$ cat src/rtl/mcu_global_run_scheduler.sv
// Global run scheduler for NUM_LOCAL read-only BRAM local FSMs.
// Latches a run configuration, broadcasts the shared state bus and counter maxima,
// waits for every local to report its last beat, and aggregates error sources.
// Optional feature macro: MCU_GLO_TIMEOUT_EN adds an OPE-phase watchdog
// (input timeout_limit_i, extra err_src_o bit NUM_LOCAL+2).
module mcu_global_run_scheduler #(
  parameter int unsigned NUM_LOCAL        = 4,
  parameter int unsigned ADDR_WIDTH       = 32,
  parameter int unsigned INTER_ITER_WIDTH = 32,
  parameter int unsigned INTRA_ITER_WIDTH = 32,
  parameter int unsigned CYC_CNT_WIDTH    = 32,
  parameter int unsigned GLO_FSM_WIDTH    = 3
) (
  input  logic                        clk,
  input  logic                        rst,
  input  logic                        cfg_start_i,
  input  logic                        cfg_abort_i,
  input  logic                        cfg_err_clr_i,
  input  logic [ADDR_WIDTH:0]         cfg_addr_max_i,
  input  logic [INTER_ITER_WIDTH-1:0] cfg_inter_max_i,
  input  logic [INTRA_ITER_WIDTH-1:0] cfg_intra_max_i,
`ifdef MCU_GLO_TIMEOUT_EN
  input  logic [CYC_CNT_WIDTH-1:0]    timeout_limit_i,
`endif
  output logic [GLO_FSM_WIDTH-1:0]    glo_fsm_state_o,
  output logic [ADDR_WIDTH:0]         addr_counter_max_o,
  output logic [INTER_ITER_WIDTH-1:0] inter_counter_max_o,
  output logic [INTRA_ITER_WIDTH-1:0] intra_counter_max_o,
  input  logic [NUM_LOCAL-1:0]        loc_tlast_transmitted_i,
  input  logic [NUM_LOCAL-1:0]        loc_error_i,
  output logic                        busy_o,
  output logic                        done_o,
  output logic                        error_o,
`ifdef MCU_GLO_TIMEOUT_EN
  output logic [NUM_LOCAL+2:0]        err_src_o,
`else
  output logic [NUM_LOCAL+1:0]        err_src_o,
`endif
  output logic [CYC_CNT_WIDTH-1:0]    run_cycles_o
);

`ifdef MCU_GLO_TIMEOUT_EN
  localparam int unsigned ErrW = NUM_LOCAL + 3;
`else
  localparam int unsigned ErrW = NUM_LOCAL + 2;
`endif

  typedef enum logic [2:0] {
    StIdle = 3'd0,
    StStr  = 3'd1,
    StOpe  = 3'd2,
    StEnd  = 3'd3,
    StErr  = 3'd4
  } state_e;

  state_e                      state_q, state_d;
  logic [ADDR_WIDTH:0]         addr_max_q;
  logic [INTER_ITER_WIDTH-1:0] inter_max_q;
  logic [INTRA_ITER_WIDTH-1:0] intra_max_q;
  logic [CYC_CNT_WIDTH-1:0]    run_cycles_q;
  logic [NUM_LOCAL-1:0]        done_mask_q;
  logic [ErrW-1:0]             err_src_q;
  logic                        busy_q;
  logic                        done_q;
  logic                        error_q;
`ifdef MCU_GLO_TIMEOUT_EN
  logic [CYC_CNT_WIDTH-1:0]    timeout_lim_q;
`endif

  logic                        cfg_zero;
  logic [NUM_LOCAL-1:0]        mask_now;
  logic                        timeout_hit;
  logic                        start_ok;
  logic                        start_bad;
  logic                        go_abort;
  logic                        go_timeout;

  assign cfg_zero = (cfg_addr_max_i == '0) || (cfg_inter_max_i == '0) ||
                    (cfg_intra_max_i == '0);
  // Flags arriving this cycle count towards completion immediately.
  assign mask_now = done_mask_q | loc_tlast_transmitted_i;

`ifdef MCU_GLO_TIMEOUT_EN
  // A zero limit disables the watchdog.
  assign timeout_hit = (timeout_lim_q != '0) && (run_cycles_q == timeout_lim_q);
`else
  assign timeout_hit = 1'b0;
`endif

  // Next-state decode; priority inside OPE is error, abort, completion, timeout.
  always_comb begin
    state_d    = state_q;
    start_ok   = 1'b0;
    start_bad  = 1'b0;
    go_abort   = 1'b0;
    go_timeout = 1'b0;
    unique case (state_q)
      StIdle: begin
        if (cfg_start_i) begin
          if (cfg_zero) begin
            state_d   = StErr;
            start_bad = 1'b1;
          end else begin
            state_d  = StStr;
            start_ok = 1'b1;
          end
        end
      end
      StStr: state_d = StOpe;
      StOpe: begin
        if (|loc_error_i) begin
          state_d = StErr;
        end else if (cfg_abort_i) begin
          state_d  = StErr;
          go_abort = 1'b1;
        end else if (&mask_now) begin
          state_d = StEnd;
        end else if (timeout_hit) begin
          state_d    = StErr;
          go_timeout = 1'b1;
        end
      end
      StEnd: state_d = StIdle;
      StErr: begin
        // Clear wins over a simultaneous start.
        if (cfg_err_clr_i) state_d = StIdle;
      end
      default: state_d = StIdle;
    endcase
  end

  // All state and registered status outputs.
  always_ff @(posedge clk) begin
    if (rst) begin
      state_q      <= StIdle;
      addr_max_q   <= '0;
      inter_max_q  <= '0;
      intra_max_q  <= '0;
      run_cycles_q <= '0;
      done_mask_q  <= '0;
      err_src_q    <= '0;
      busy_q       <= 1'b0;
      done_q       <= 1'b0;
      error_q      <= 1'b0;
`ifdef MCU_GLO_TIMEOUT_EN
      timeout_lim_q <= '0;
`endif
    end else begin
      state_q <= state_d;
      busy_q  <= (state_d == StStr) || (state_d == StOpe) || (state_d == StEnd);
      error_q <= (state_d == StErr);
      done_q  <= (state_q == StEnd);

      if (start_ok) begin
        addr_max_q   <= cfg_addr_max_i;
        inter_max_q  <= cfg_inter_max_i;
        intra_max_q  <= cfg_intra_max_i;
        run_cycles_q <= '0;
        done_mask_q  <= '0;
        err_src_q    <= '0;
`ifdef MCU_GLO_TIMEOUT_EN
        timeout_lim_q <= timeout_limit_i;
`endif
      end

      // A rejected start keeps earlier error sources and only adds its own.
      if (start_bad) err_src_q[NUM_LOCAL+1] <= 1'b1;

      if (state_q == StOpe) begin
        if (run_cycles_q != '1) run_cycles_q <= run_cycles_q + CYC_CNT_WIDTH'(1);
        done_mask_q <= mask_now;
      end

      if ((state_q == StOpe) || (state_q == StErr)) begin
        err_src_q[NUM_LOCAL-1:0] <= err_src_q[NUM_LOCAL-1:0] | loc_error_i;
      end

      if (go_abort) err_src_q[NUM_LOCAL] <= 1'b1;
`ifdef MCU_GLO_TIMEOUT_EN
      if (go_timeout) err_src_q[NUM_LOCAL+2] <= 1'b1;
`endif
    end
  end

`ifndef MCU_GLO_TIMEOUT_EN
  // go_timeout has no effect without the watchdog.
  logic unused_timeout;
  assign unused_timeout = go_timeout;
`endif

  assign glo_fsm_state_o     = GLO_FSM_WIDTH'(state_q);
  assign addr_counter_max_o  = addr_max_q;
  assign inter_counter_max_o = inter_max_q;
  assign intra_counter_max_o = intra_max_q;
  assign busy_o              = busy_q;
  assign done_o              = done_q;
  assign error_o             = error_q;
  assign err_src_o           = err_src_q;
  assign run_cycles_o        = run_cycles_q;

endmodule

$ cat config.mk
export PLATFORM = sky130hd
export DESIGN_NAME = mcu_global_run_scheduler
export DESIGN_NICKNAME = d
export VERILOG_FILES = /design/src/rtl/mcu_global_run_scheduler.sv
export SDC_FILE = /design/constraint.sdc
export NUM_CORES = 1
export LEC_CHECK = 0
export BUFFER_PORTS_ARGS = -buffer_cell sky130_fd_sc_hd__buf_2
export CELL_PAD_IN_SITES_DETAIL_PLACEMENT = 2
export CELL_PAD_IN_SITES_GLOBAL_PLACEMENT = 2
export CORE_ASPECT_RATIO = 1.1
export CORE_MARGIN = 2
export CORE_UTILIZATION = 27
export CTS_CLUSTER_DIAMETER = 100
export DETAILED_ROUTE_END_ITERATION = 16
export PLACE_DENSITY = 0.91
export SKIP_LAST_GASP = 1
export SLEW_MARGIN = 0
export SYNTH_ARGS = -nofsm -noshare
export SYNTH_HDL_FRONTEND = slang
export SYNTH_SLANG_ARGS = --single-unit
$ cat constraint.sdc
create_clock -name clk -period 2.6 [get_ports clk]
set_input_delay 0.39 -clock clk [delete_from_list [all_inputs] [get_ports clk]]
set_output_delay 0.39 -clock clk [all_outputs]
set_load 0.05 [all_outputs]
; After elaboration in Yosys (flattened, before gate mapping)
; Index checks and enable logic that the tools add are counted.
[word_totals]
reg_bits = 145
in_bits = 110
output_inout_bits = 141
elab_cells = 64
[op_classes]
n_addsub = 1
n_eq_ne = 9
muxes = 25
n_bitwise = 2
n_reduce_logical = 15
[op_table]
columns = operator, count
row1 = $mux 32, 3
row2 = $logic_not 32->1, 2
row3 = $logic_not 33->1, 1
row4 = $add 32x1->32 const B, 1
row5 = $ne 32x32->1 const B, 1
row6 = $mux 3, 6
row7 = $eq 3x2->1 const B, 4
row8 = $mux 4, 3
row9 = $pmux 3 s4, 1
row10 = $mux 1, 11
row11 = $or 4x4->4, 2
row12 = $reduce_bool 2->1, 4
row13 = $eq 3x1->1 const B, 2
row14 = $eq 3x3->1 const B, 2
row15 = $mux 6, 1
row16 = $logic_or 1x1->1, 5
row17 = $reduce_and 4->1, 1
row18 = $reduce_or 4->1, 1
row19 = $logic_not 3->1, 1

; Depth between registers and ports, before layout
; Gate-level depths: netlist (run 1).
[logic_depth]
word_depth = 9
mapped_depth = 8
mapped_depth_nobuf = 6

; Worst setup path after synthesis (run 1)
; OpenSTA, ideal clock, no wires.
[synth_path]
path_type = reg-to-reg
startpoint = reg run_cycles_q[0], in the netlist run_cycles_o[0]
endpoint = reg run_cycles_q[26], in the netlist run_cycles_o[26]
setup_ps = 74
t_arrival_ps = 2469
required_ps = 2526
setup_slack_ps = 57
stages_incl_launch_ff = 9
path_buffers = 2
period_less_slack_ps = 2543
path_cell_list = dfxtp_1 -> ha_1 -> nand2_1 -> or4_1 -> o31ai_4 -> buf_6 -> buf_12 -> o211ai_1 -> a31oi_1
[synth_between]
elab_chain_len = 3
elab_cells_between_ends = 4
classes_between = add/sub: 1 / eq/ne: 1 / mux: 2
[synth_rtl]
columns = item, line
row1 = start: declaration, 60  ; logic [CYC_CNT_WIDTH-1:0] run_cycles_q;
row2 = start signal: assignment, 170  ; if (run_cycles_q != '1) run_cycles_q <= run_cycles_q + CYC_CNT_WIDTH'(1);
row3 = $add 32x1->32 or $ne 32x32->1 (tied branches), 170
row4 = $mux 32 *, 170
row5 = $mux 32 *, 169  ; if (state_q == StOpe) begin
; Mark *: on every way between the ends. The rest lies on a longest branch, timed or not.
; A chain may end at the register's enable or synchronous reset.

; Worst setup path after layout (run 1)
[layout_path]
startpoint = reg run_cycles_q[10], in the netlist run_cycles_o[10]
endpoint = reg run_cycles_q[17], in the netlist run_cycles_o[17]
; The elaborated chain is that of the path after synthesis.

==> impl_metrics.yaml, run 1 <==
global_route:
  antenna_found_initial: 4
  met1_usage_pct: 22.3
  grt_pass1_wl_um: 38600
  grt_usage_pct: 19.9
  grt_use_met3_pct: 6.52
  grt-busiest-layer: "met2"
  overflow: 0
  use_met2_pct: 36.6
  first_global_vias: 7114
  grt_max_degree: 71
synth:
  synth_edf_count: 0
  synth.cell_area_mm2: 0.00636
  synth.top_cells.by_area: "dfxtp_1 (46%), mux2i_1 (15%), nand2_1 (13%)"
  ys_seq_elements: 145
  synth_warnings: 0
  synth_ff_type: "dfxtp_1"
  synth.most_common_cell: "nand2_1"
  synth_area_per_cell_um2: 8.67
  synth_nets: 845
  synth_common_cells: "nand2_1 (219), dfxtp_1 (145), mux2i_1 (98), a21oi_1 (33), clkbuf_1 (33)"
  yosysSeqAreaShare_pct: 45.6
  syn_inst: 734
  async_flop_share_pct: 0
  synthDistinctLibCells: 49
  synth_top_area_share_pct: 45.6
  synth_top_cell_by_area: "dfxtp_1"
floorplanning:
  dieArea_mm2: 0.0248
  rows: 58
  die_w_um: 150
  fp.dieH_um: 165
  core_area_mm2: 0.0230
  ios: 251
  initial_core_util_pct: 27.7
clock_tree:
  cts.sinks: 145
  cts_setup_buffers: 0
  numCtsBuffers: 17
  cts_tree: "yes"
  cts-resized-gates: 0
  clkSlewWorstSetupHoldPaths_ps: 70
  htreeDepth: 4
  ctsHoldBuffers: 0
  cts-root-buf: "clkbuf_16"
  clock_latency_ps: 430
  clockBufferDepth: 2
routing:
  post-route-drc-count: 0
  via_per_inst: 5.02
  via_count: 6523
  drt_iter0_markers: 232
  drt_wl_total_um: 24600
  wl_per_cell_um: 19.0
  drt_first_pass_iters: 4
  ant_nets: 0
setup_path:
  regToRegSetupSlack_ps: 300
  r2r_start: "run_cycles_o[10]"
  crit_path_max_fanout: 16
  arrival_ps: 2640
  reg2reg_to: "run_cycles_o[17]"
  crit_path_cell_trace: "nand4_1 > or4_1 > o31ai_4 > buf_4 > o31ai_1 > a21oi_1"
  cp-start-kind: "flop"
  endpoint_kind: "flop"
  critPathTopFamily: "simple AND/OR/NAND/NOR gates"
  critPathBufInv: 1
  critPathSlowestCell: "or4_1"
  path_class: "flop to flop"
  cp.required_ps: 2940
  cp_slowest_stage_delay_ps: 720
  reg2reg_depth: 6
timing:
  setup_tns_ps: 0
  finClkSkew_ps: 10.8
  period_minus_slack_ps: 2300
  worst_hold_slack_ps: 218
  clock.fmax_mhz: 435
  maxSlewViolCount: 0
  fin_ws_ps: 301
  max_slew_margin_pct: 51.6
  worst_pin_slew_ps: 722
  setup_violations: 0
  fin_crit_sh_pct: 88.4
  rsz0062_at_grt: "no"
  finalHoldViolCount: 0
status:
  status: "finished, final reports clean"
place:
  io_buffer_count: 250
  pre_cts_slack_ps: 75.8
  finalWeightedCongestion: 0.791
  dp_hpwl_um: 19100
  dpl_cell_area_mm2: 0.00806
layout:
  area_growth_pct: 36.1
  drive_above_1_share_pct: 32.4
  nets: 1096
  stdcell_area_mm2: 0.00866
job:
  maxCapViolCount: 0
power:
  power.total_w: 0.00608
  ir_drop_mv: 0.337
  pwr_density_cell_mw_per_mm2: 703
  leakagePower_nw: 3.83
worst_hold_path:
  min_path_type: "input port to flop"
  holdPathStages: 3
  min_from: "cfg_intra_max_i[29]"
  hold_end: "intra_counter_max_o[29]"
## logic make-up (layout without fill, tap and decap cells)
kind of cell	count (synthesis)	in the layout	synth area share, %
other	0	1	0
muxes	98	98	15.4
xor gates and xnor gates	6	6	0.826
DFF	145	145	45.6
AOI/OAI and AO/OA	83	83	8.18
and+or+nand+nor	348	348	25.9
buffers and inverters	53	317	3.82
adders and majority gates	1	1	0.197
## sequential cells by signal, summed over array words and instances, names as in the netlist
signal,cells
addr_counter_max_o,33
inter_counter_max_o,32
intra_counter_max_o,32
run_cycles_o,32
err_src_o,6
done_mask_q,4
glo_fsm_state_o,3
busy_o,1
done_o,1
error_o,1
## how the worst max path moves through the flow
stage,depth (start not counted),from,slack (ps),to
after floorplan,8,run_cycles_o[0],60,run_cycles_o[26]
after global placement,9,cfg_addr_max_i[27],40,intra_counter_max_o[19]
after detailed placement,9,cfg_addr_max_i[27],80,intra_counter_max_o[11]
after CTS,7,glo_fsm_state_o[1],290,intra_counter_max_o[11]
after global routing,5,run_cycles_o[2],110,run_cycles_o[6]
final,6,run_cycles_o[10],300,run_cycles_o[17]
## worst min-delay path: stages
cell     delay, ps
buf_2          100
nand2_1         50
mux2i_1         60
## routing by layer
layer / part of all wire (%) / vias to the layer above
li1: - / 3094
met1: 40 / 3217
met2: 52 / 178
met3: 6.4 / 26
met4: 1.0 / 8
met5: 0.21 / -
## placed cells by master (no fill, tap or decap), types with 2 or more instances in the layout
master,n
buf_12,4
o22ai_1,3
buf_4,25
o21ai_1,3
xnor2_1,6
nor4_2,2
o21ai_0,11
inv_1,5
a311oi_1,2
bufinv_16,2
nand2_1,219
a31oi_1,6
o31ai_1,13
clkbuf_16,17
nand2b_1,2
and4_1,5
nor2_1,17
clkinv_4,2
mux2i_1,98
o211ai_1,2
nand3_1,11
nor3_1,7
buf_2,250
nand4_1,18
inv_8,2
nand3b_1,2
and3_1,2
a21oi_1,33
inv_6,8
nor4_1,27
dfxtp_1,145
or3_1,11
or4_1,15
## layout make-up
class | instances | area, um2
fill | 2684 | 14300
multi-input combinational | 536 | 3230
sequential | 145 | 2900
timing repair buffer | 279 | 1520
clock buffer | 18 | 429
tap | 300 | 375
clock inverter | 14 | 169
inverter | 6 | 27.5
antenna | 1 | 2.50
## metrics by stage
step | cells | utilization, %
floorplan | 734 | -
CTS | 1298 | 37.6
detailed placement | 1266 | 35.0
global route | 1298 | 37.6
global placement | 1266 | 35.0
finish | 1299 | 37.6
## report_power, final
part | internal, W | switching (W) | leakage, nW | total [W]
registers | 0.00234 | 0.0000663 | 1.19 | 0.00241
clock network | 0.00145 | 0.00110 | 0.291 | 0.00255
logic | 0.000319 | 0.000800 | 2.36 | 0.00112
Note: power is estimated with default switching activity, not from simulation.
==> inputs of run 2 (changes only) <==
--- a/config.mk
+++ b/config.mk
@@ -6,4 +6,5 @@
 export NUM_CORES = 1
 export LEC_CHECK = 0
+export ABC_CLOCK_PERIOD_IN_PS = 2600
 export BUFFER_PORTS_ARGS = -buffer_cell sky130_fd_sc_hd__buf_2
 export CELL_PAD_IN_SITES_DETAIL_PLACEMENT = 2
==> constraint.sdc (replaced) <==
create_clock -name clk -period 2.6 [get_ports clk]
set_input_delay 0.39 -clock clk [delete_from_list [all_inputs] [get_ports clk]]
set_output_delay 0.39 -clock clk [all_outputs]
set_load 0.02 [all_outputs]
==> impl_metrics.yaml, run 2 (synthesized netlist as in run 1, its figures left out) <==
floorplanning:
  rows: 58
  initial_core_util_pct: 27.7
  die_w_um: 150
  ios: 251
  core_area_mm2: 0.0230
  dieArea_mm2: 0.0248
  fp.dieH_um: 165
global_route:
  met1_usage_pct: 22.0
  overflow: 0
  use_met2_pct: 36.3
  antenna_found_initial: 2
  grt_pass1_wl_um: 38100
  grt_use_met3_pct: 5.80
  grt_max_degree: 71
  grt-busiest-layer: "met2"
  first_global_vias: 7023
  grt_usage_pct: 19.9
job:
  maxCapViolCount: 0
power:
  leakagePower_nw: 3.83
  switching_share_pct: 30.9
  p_switching_w: 0.00176
  intPower_w: 0.00394
  comb_power_share_pct: 14.9
  seqPwrFrac_pct: 42.3
  ir_drop_mv: 0.365
  power.total_w: 0.00570
  clockPowerShare_pct: 42.8
  pwr_density_cell_mw_per_mm2: 660
clock_tree:
  clkSlewWorstSetupHoldPaths_ps: 80
  htreeDepth: 4
  numCtsBuffers: 17
  cts-resized-gates: 0
  ctsHoldBuffers: 0
  clock_latency_ps: 430
  cts-root-buf: "clkbuf_16"
  cts_tree: "yes"
  clockBufferDepth: 2
  cts_setup_buffers: 0
  cts.sinks: 145
timing:
  worst_pin_slew_ps: 838
  max_slew_margin_pct: 43.9
  maxSlewViolCount: 0
  finalHoldViolCount: 0
  finClkSkew_ps: 14.6
  fin_crit_sh_pct: 89.1
  setup_violations: 0
  rsz0062_at_grt: "no"
  clock.fmax_mhz: 432
  fin_ws_ps: 285
  period_minus_slack_ps: 2320
layout:
  layout_common_cells: "buf_2 (250), nand2_1 (219), dfxtp_1 (145), mux2i_1 (98), a21oi_1 (33)"
  multi_input_area_mm2: 0.00323
  mostFrequentLayoutCell: "buf_2"
  area_growth_pct: 35.7
  nets: 1097
  drive_above_1_share_pct: 32.5
  largest_reg_flops: 33
  num-fill-cells: 2682
  stdcell_area_mm2: 0.00863
  ff_latch_area_mm2: 0.00290
routing:
  via_per_inst: 4.99
  drt_iter0_markers: 241
  ant_nets: 0
  drt_first_pass_iters: 4
  post-route-drc-count: 0
  wl_per_cell_um: 19.2
  drt_wl_total_um: 24900
  via_count: 6477
setup_path:
  cp-start-kind: "flop"
  cp.required_ps: 2950
  crit_path_max_fanout: 12
  arrival_ps: 2660
  path_class: "flop to flop"
  endpoint_kind: "flop"
place:
  finalWeightedCongestion: 0.792
  dpl_cell_area_mm2: 0.00807
  dp_hpwl_um: 19100
  pre_cts_slack_ps: -7.18
  io_buffer_count: 250
worst_hold_path:
  min_path_type: "input port to flop"
status:
  status: "finished, final reports clean"
-- run 2: layout make-up --
| cell class | count | area share, % |
|---|---|---|
| Timing Repair Buffer | 280 | 17.7 |
| Sequential cell | 145 | 33.6 |
| Tap cell | 300 | 4.35 |
| Multi-Input combinational cell | 536 | 37.4 |
| Antenna cell | 1 | 0.0290 |
| Inverter | 6 | 0.319 |
| Clock inverter | 14 | 1.64 |
| Clock buffer | 17 | 4.93 |
-- run 2: metal layers --
| layer | part of all wire [%] | vias up | wire, um |
|---|---|---|---|
| met4 | 1.9 | 4 | 471 |
| met5 | 0.11 | - | 27 |
| met1 | 40 | 3183 | 9890 |
| met2 | 52 | 164 | 13000 |
| met3 | 6.2 | 31 | 1530 |
| li1 | - | 3095 | - |
-- run 2: worst max-delay path, cell delays in order, from the launching register on --
cell and delay, ps:
dfxtp_1 430, or3b_1 480, nor4_2 290, nand2_1 330, or4_1 560, a21oi_1 150
-- run 2: final timing paths --
path,start,to,slack (ps),depth (start not counted)
setup / recovery,glo_fsm_state_o[1],run_cycles_o[22],280,5
hold / removal,cfg_intra_max_i[23],intra_counter_max_o[23],220,3
setup reg to reg,glo_fsm_state_o[1],run_cycles_o[22],280,5
hold reg to reg,inter_counter_max_o[23],inter_counter_max_o[23],460,2
-- run 2: stage by stage --
| stage | utilization [%] | setup TNS (ps) | cells | hold WS, ps |
|---|---|---|---|---|
| floorplan | - | 0 | 734 | 450 |
| global placement | 35.1 | 0 | 1267 | 439 |
| detailed placement | 35.1 | -14.8 | 1267 | 448 |
| CTS | 37.5 | 0 | 1298 | 202 |
| global route | 37.5 | 0 | 1298 | 219 |
| finish | 37.5 | 0 | 1299 | 215 |
-- run 2: power by group through the flow --
| stage | Combinational (W) | Sequential (W) | Clock, W |
|---|---|---|---|
| global placement | 0.000825 | 0.00245 | 0 |
| finish | 0.000847 | 0.00241 | 0.00244 |
| global route | 0.000916 | 0.00243 | 0.00259 |
| floorplan | 0.000325 | 0.00260 | 0 |
| CTS | 0.000862 | 0.00241 | 0.00250 |
| detailed placement | 0.000859 | 0.00246 | 0 |
==> inputs of run 3 (changes only) <==
Settings changed: ABC_AREA set to 1, CORE_UTILIZATION 27 to 26, PLACE_DENSITY 0.91 to 0.93, SETUP_SLACK_MARGIN set to 0.5, SLEW_MARGIN 0 to 20.
==> impl_metrics.yaml, run 3 <==
status:
  status: "finished, final reports clean"
synth:
  synth_edf_count: 0
  synthMuxAreaShare_pct: 0
  synth_top_area_share_pct: 44.6
  synth.top_cells.by_area: "dfxtp_1 (45%), nand2_1 (12%), nand4_1 (10%)"
  synth_nets: 1026
  synth_common_cells: "nand2_1 (212), dfxtp_1 (145), nor2_1 (133), a21oi_1 (115), nand4_1 (105)"
  synth_adder_area_share_pct: 0.192
  synthSimpleGateAreaFrac_pct: 35.8
  synth_compound_area_share_pct: 11.4
  syn_inst: 915
  ys_seq_elements: 145
  synth_warnings: 0
  synthDistinctLibCells: 32
  synth_ff_type: "dfxtp_1"
  synth_top_cell_by_area: "dfxtp_1"
  async_flop_share_pct: 0
  synth_area_per_cell_um2: 7.11
  yosysSeqAreaShare_pct: 44.6
  synth_xor_area_share_pct: 1.08
  synth_top_family_by_area: "simple AND/OR/NAND/NOR gates"
  synth.cell_area_mm2: 0.00650
  synth.most_common_cell: "nand2_1"
setup_path:
  regToRegSetupSlack_ps: 530
  crit_path_max_fanout: 31
  endpoint_kind: "flop"
  crit_path_start: "run_cycles_o[12]"
  cp.required_ps: 2940
  arrival_ps: 2410
  reg2reg_depth: 10
  r2r_start: "run_cycles_o[12]"
  path_class: "flop to flop"
  cp-start-kind: "flop"
  reg2reg_to: "run_cycles_o[3]"
  crit_end: "run_cycles_o[3]"
global_route:
  grt_pass1_wl_um: 44300
  overflow: 0
  grt_max_degree: 99
  antenna_found_initial: 2
  grt_usage_pct: 21.2
  first_global_vias: 8104
routing:
  ant_nets: 0
  post-route-drc-count: 0
  via_per_inst: 5.18
  drt_first_pass_iters: 4
  via_count: 7613
  drt_wl_total_um: 29400
  wl_per_cell_um: 20.0
  drt_iter0_markers: 355
layout:
  layout_common_cells: "buf_2 (249), nand2_1 (212), dfxtp_1 (143), nor2_1 (130), a21oi_1 (114)"
  diodes: 0
  nets: 1258
  fin_cells: 1469
  largest_reg_flops: 33
  mostFrequentLayoutCell: "buf_2"
  area_growth_pct: 35.1
  drive_above_1_share_pct: 28.7
clock_tree:
  cts.sinks: 145
  htreeDepth: 4
  clockBufferDepth: 2
  cts-root-buf: "clkbuf_16"
  ctsHoldBuffers: 0
  cts_tree: "yes"
  numCtsBuffers: 17
  clock_latency_ps: 420
  clkSlewWorstSetupHoldPaths_ps: 70
power:
  leakagePower_nw: 3.75
  ir_drop_mv: 0.357
  power.total_w: 0.00564
  pwr_density_cell_mw_per_mm2: 642
timing:
  period_minus_slack_ps: 2070
  setup_tns_ps: 0
  finalHoldViolCount: 0
  maxSlewViolCount: 0
  setup_violations: 0
  max_slew_margin_pct: 56.3
  rsz0062_at_grt: "yes"
  clock.fmax_mhz: 483
  finClkSkew_ps: 16.1
  worst_pin_slew_ps: 655
  worst_hold_slack_ps: 239
  fin_crit_sh_pct: 79.6
worst_hold_path:
  min_path_type: "input port to flop"
place:
  numPlacedInstances: 1430
  dp_hpwl_um: 20300
  io_buffer_count: 250
  finalWeightedCongestion: 0.819
floorplanning:
  core_area_mm2: 0.0245
  ios: 251
  dieArea_mm2: 0.0263
  die_w_um: 155
  fp.dieH_um: 170
  rows: 60
  initial_core_util_pct: 26.5
job:
  maxCapViolCount: 0
## run 3: cell count changes after synthesis, moves of 13 or more
cell / before / now
nor2_1: 18 / 133
mux2i_1: 98 / 0
nand4_1: 18 / 105
a21oi_1: 33 / 115
inv_1: 6 / 40
nand3_1: 11 / 36
nor4_1: 27 / 2
or4_1: 15 / 0
o31ai_1: 13 / 0
## run 3: kinds of logic (layout without fill, tap and decap cells)
| group | Yosys count | in the layout |
|---|---|---|
| compound gates | 143 | 143 |
| buf+inv | 106 | 350 |
| simple gates | 512 | 512 |
| flops | 145 | 145 |
| xor+xnor | 8 | 8 |
| fa+ha+maj | 1 | 1 |
## run 3: final cells by class
type	count	area (um2)
repair buffers	275	1520
inverters	44	173
clock inverters	14	133
fillers	2905	15800
well taps	310	388
flip-flops and latches	145	2910
clock buffers	17	425
multi-input cells	664	3240
## run 3: critical path, cell delays in order (launching register included)
cell     delay, ps
dfxtp_1        460
nand2_1        170
nor2_1         260
nand3_4        160
nor2_4         170
nand3_4        130
nand2_4        160
inv_6          130
nand2_1        100
o21ai_1         90
nor2_1         150
## run 3: through the flow
| step | area, um2 | setup slack (ps) | utilization, % |
|---|---|---|---|
| floorplan | 6500 | 638 | - |
| global placement | 8060 | 367 | 32.8 |
| detailed placement | 8060 | 307 | 32.8 |
| CTS | 8650 | 499 | 35.2 |
| global route | 8780 | 367 | 35.8 |
| finish | 8780 | 530 | 35.8 |
## run 3: worst min-delay path by stage
| stage | depth (start not counted) | end | from |
|---|---|---|---|
| finish | 3 | err_src_o[3] | loc_error_i[3] |
| global route | 3 | err_src_o[3] | loc_error_i[3] |
| CTS | 3 | err_src_o[3] | loc_error_i[3] |
| detailed placement | 2 | addr_counter_max_o[23] | addr_counter_max_o[23] |
| global placement | 2 | inter_counter_max_o[20] | inter_counter_max_o[20] |
| floorplan | 2 | done_mask_q[3] | done_mask_q[3] |
## run 3: repair_timing
action / 4_1_cts / 5_1_grt
setup buffers: 0 / 7
pin swaps: 0 / 3
gates resized for setup: 11 / 13
setup endpoints to repair: 34 / 70
gates cloned: 0 / 1
## run 3: per-layer routing
metal / vias to the layer above / global-route usage (%) / part of all wire (%)
met1: 3773 / 24.6 / 41
li1: 3552 / - / -
met2: 239 / 38.1 / 51
met3: 47 / 5.37 / 5.5
met4: 2 / 6.96 / 2.2
met5: - / 0 / 0.037
## run 3: power by group
part / switching [W] / internal [W]
registers: 0.0000675 / 0.00233
logic: 0.000536 / 0.000283
clock network: 0.00109 / 0.00133
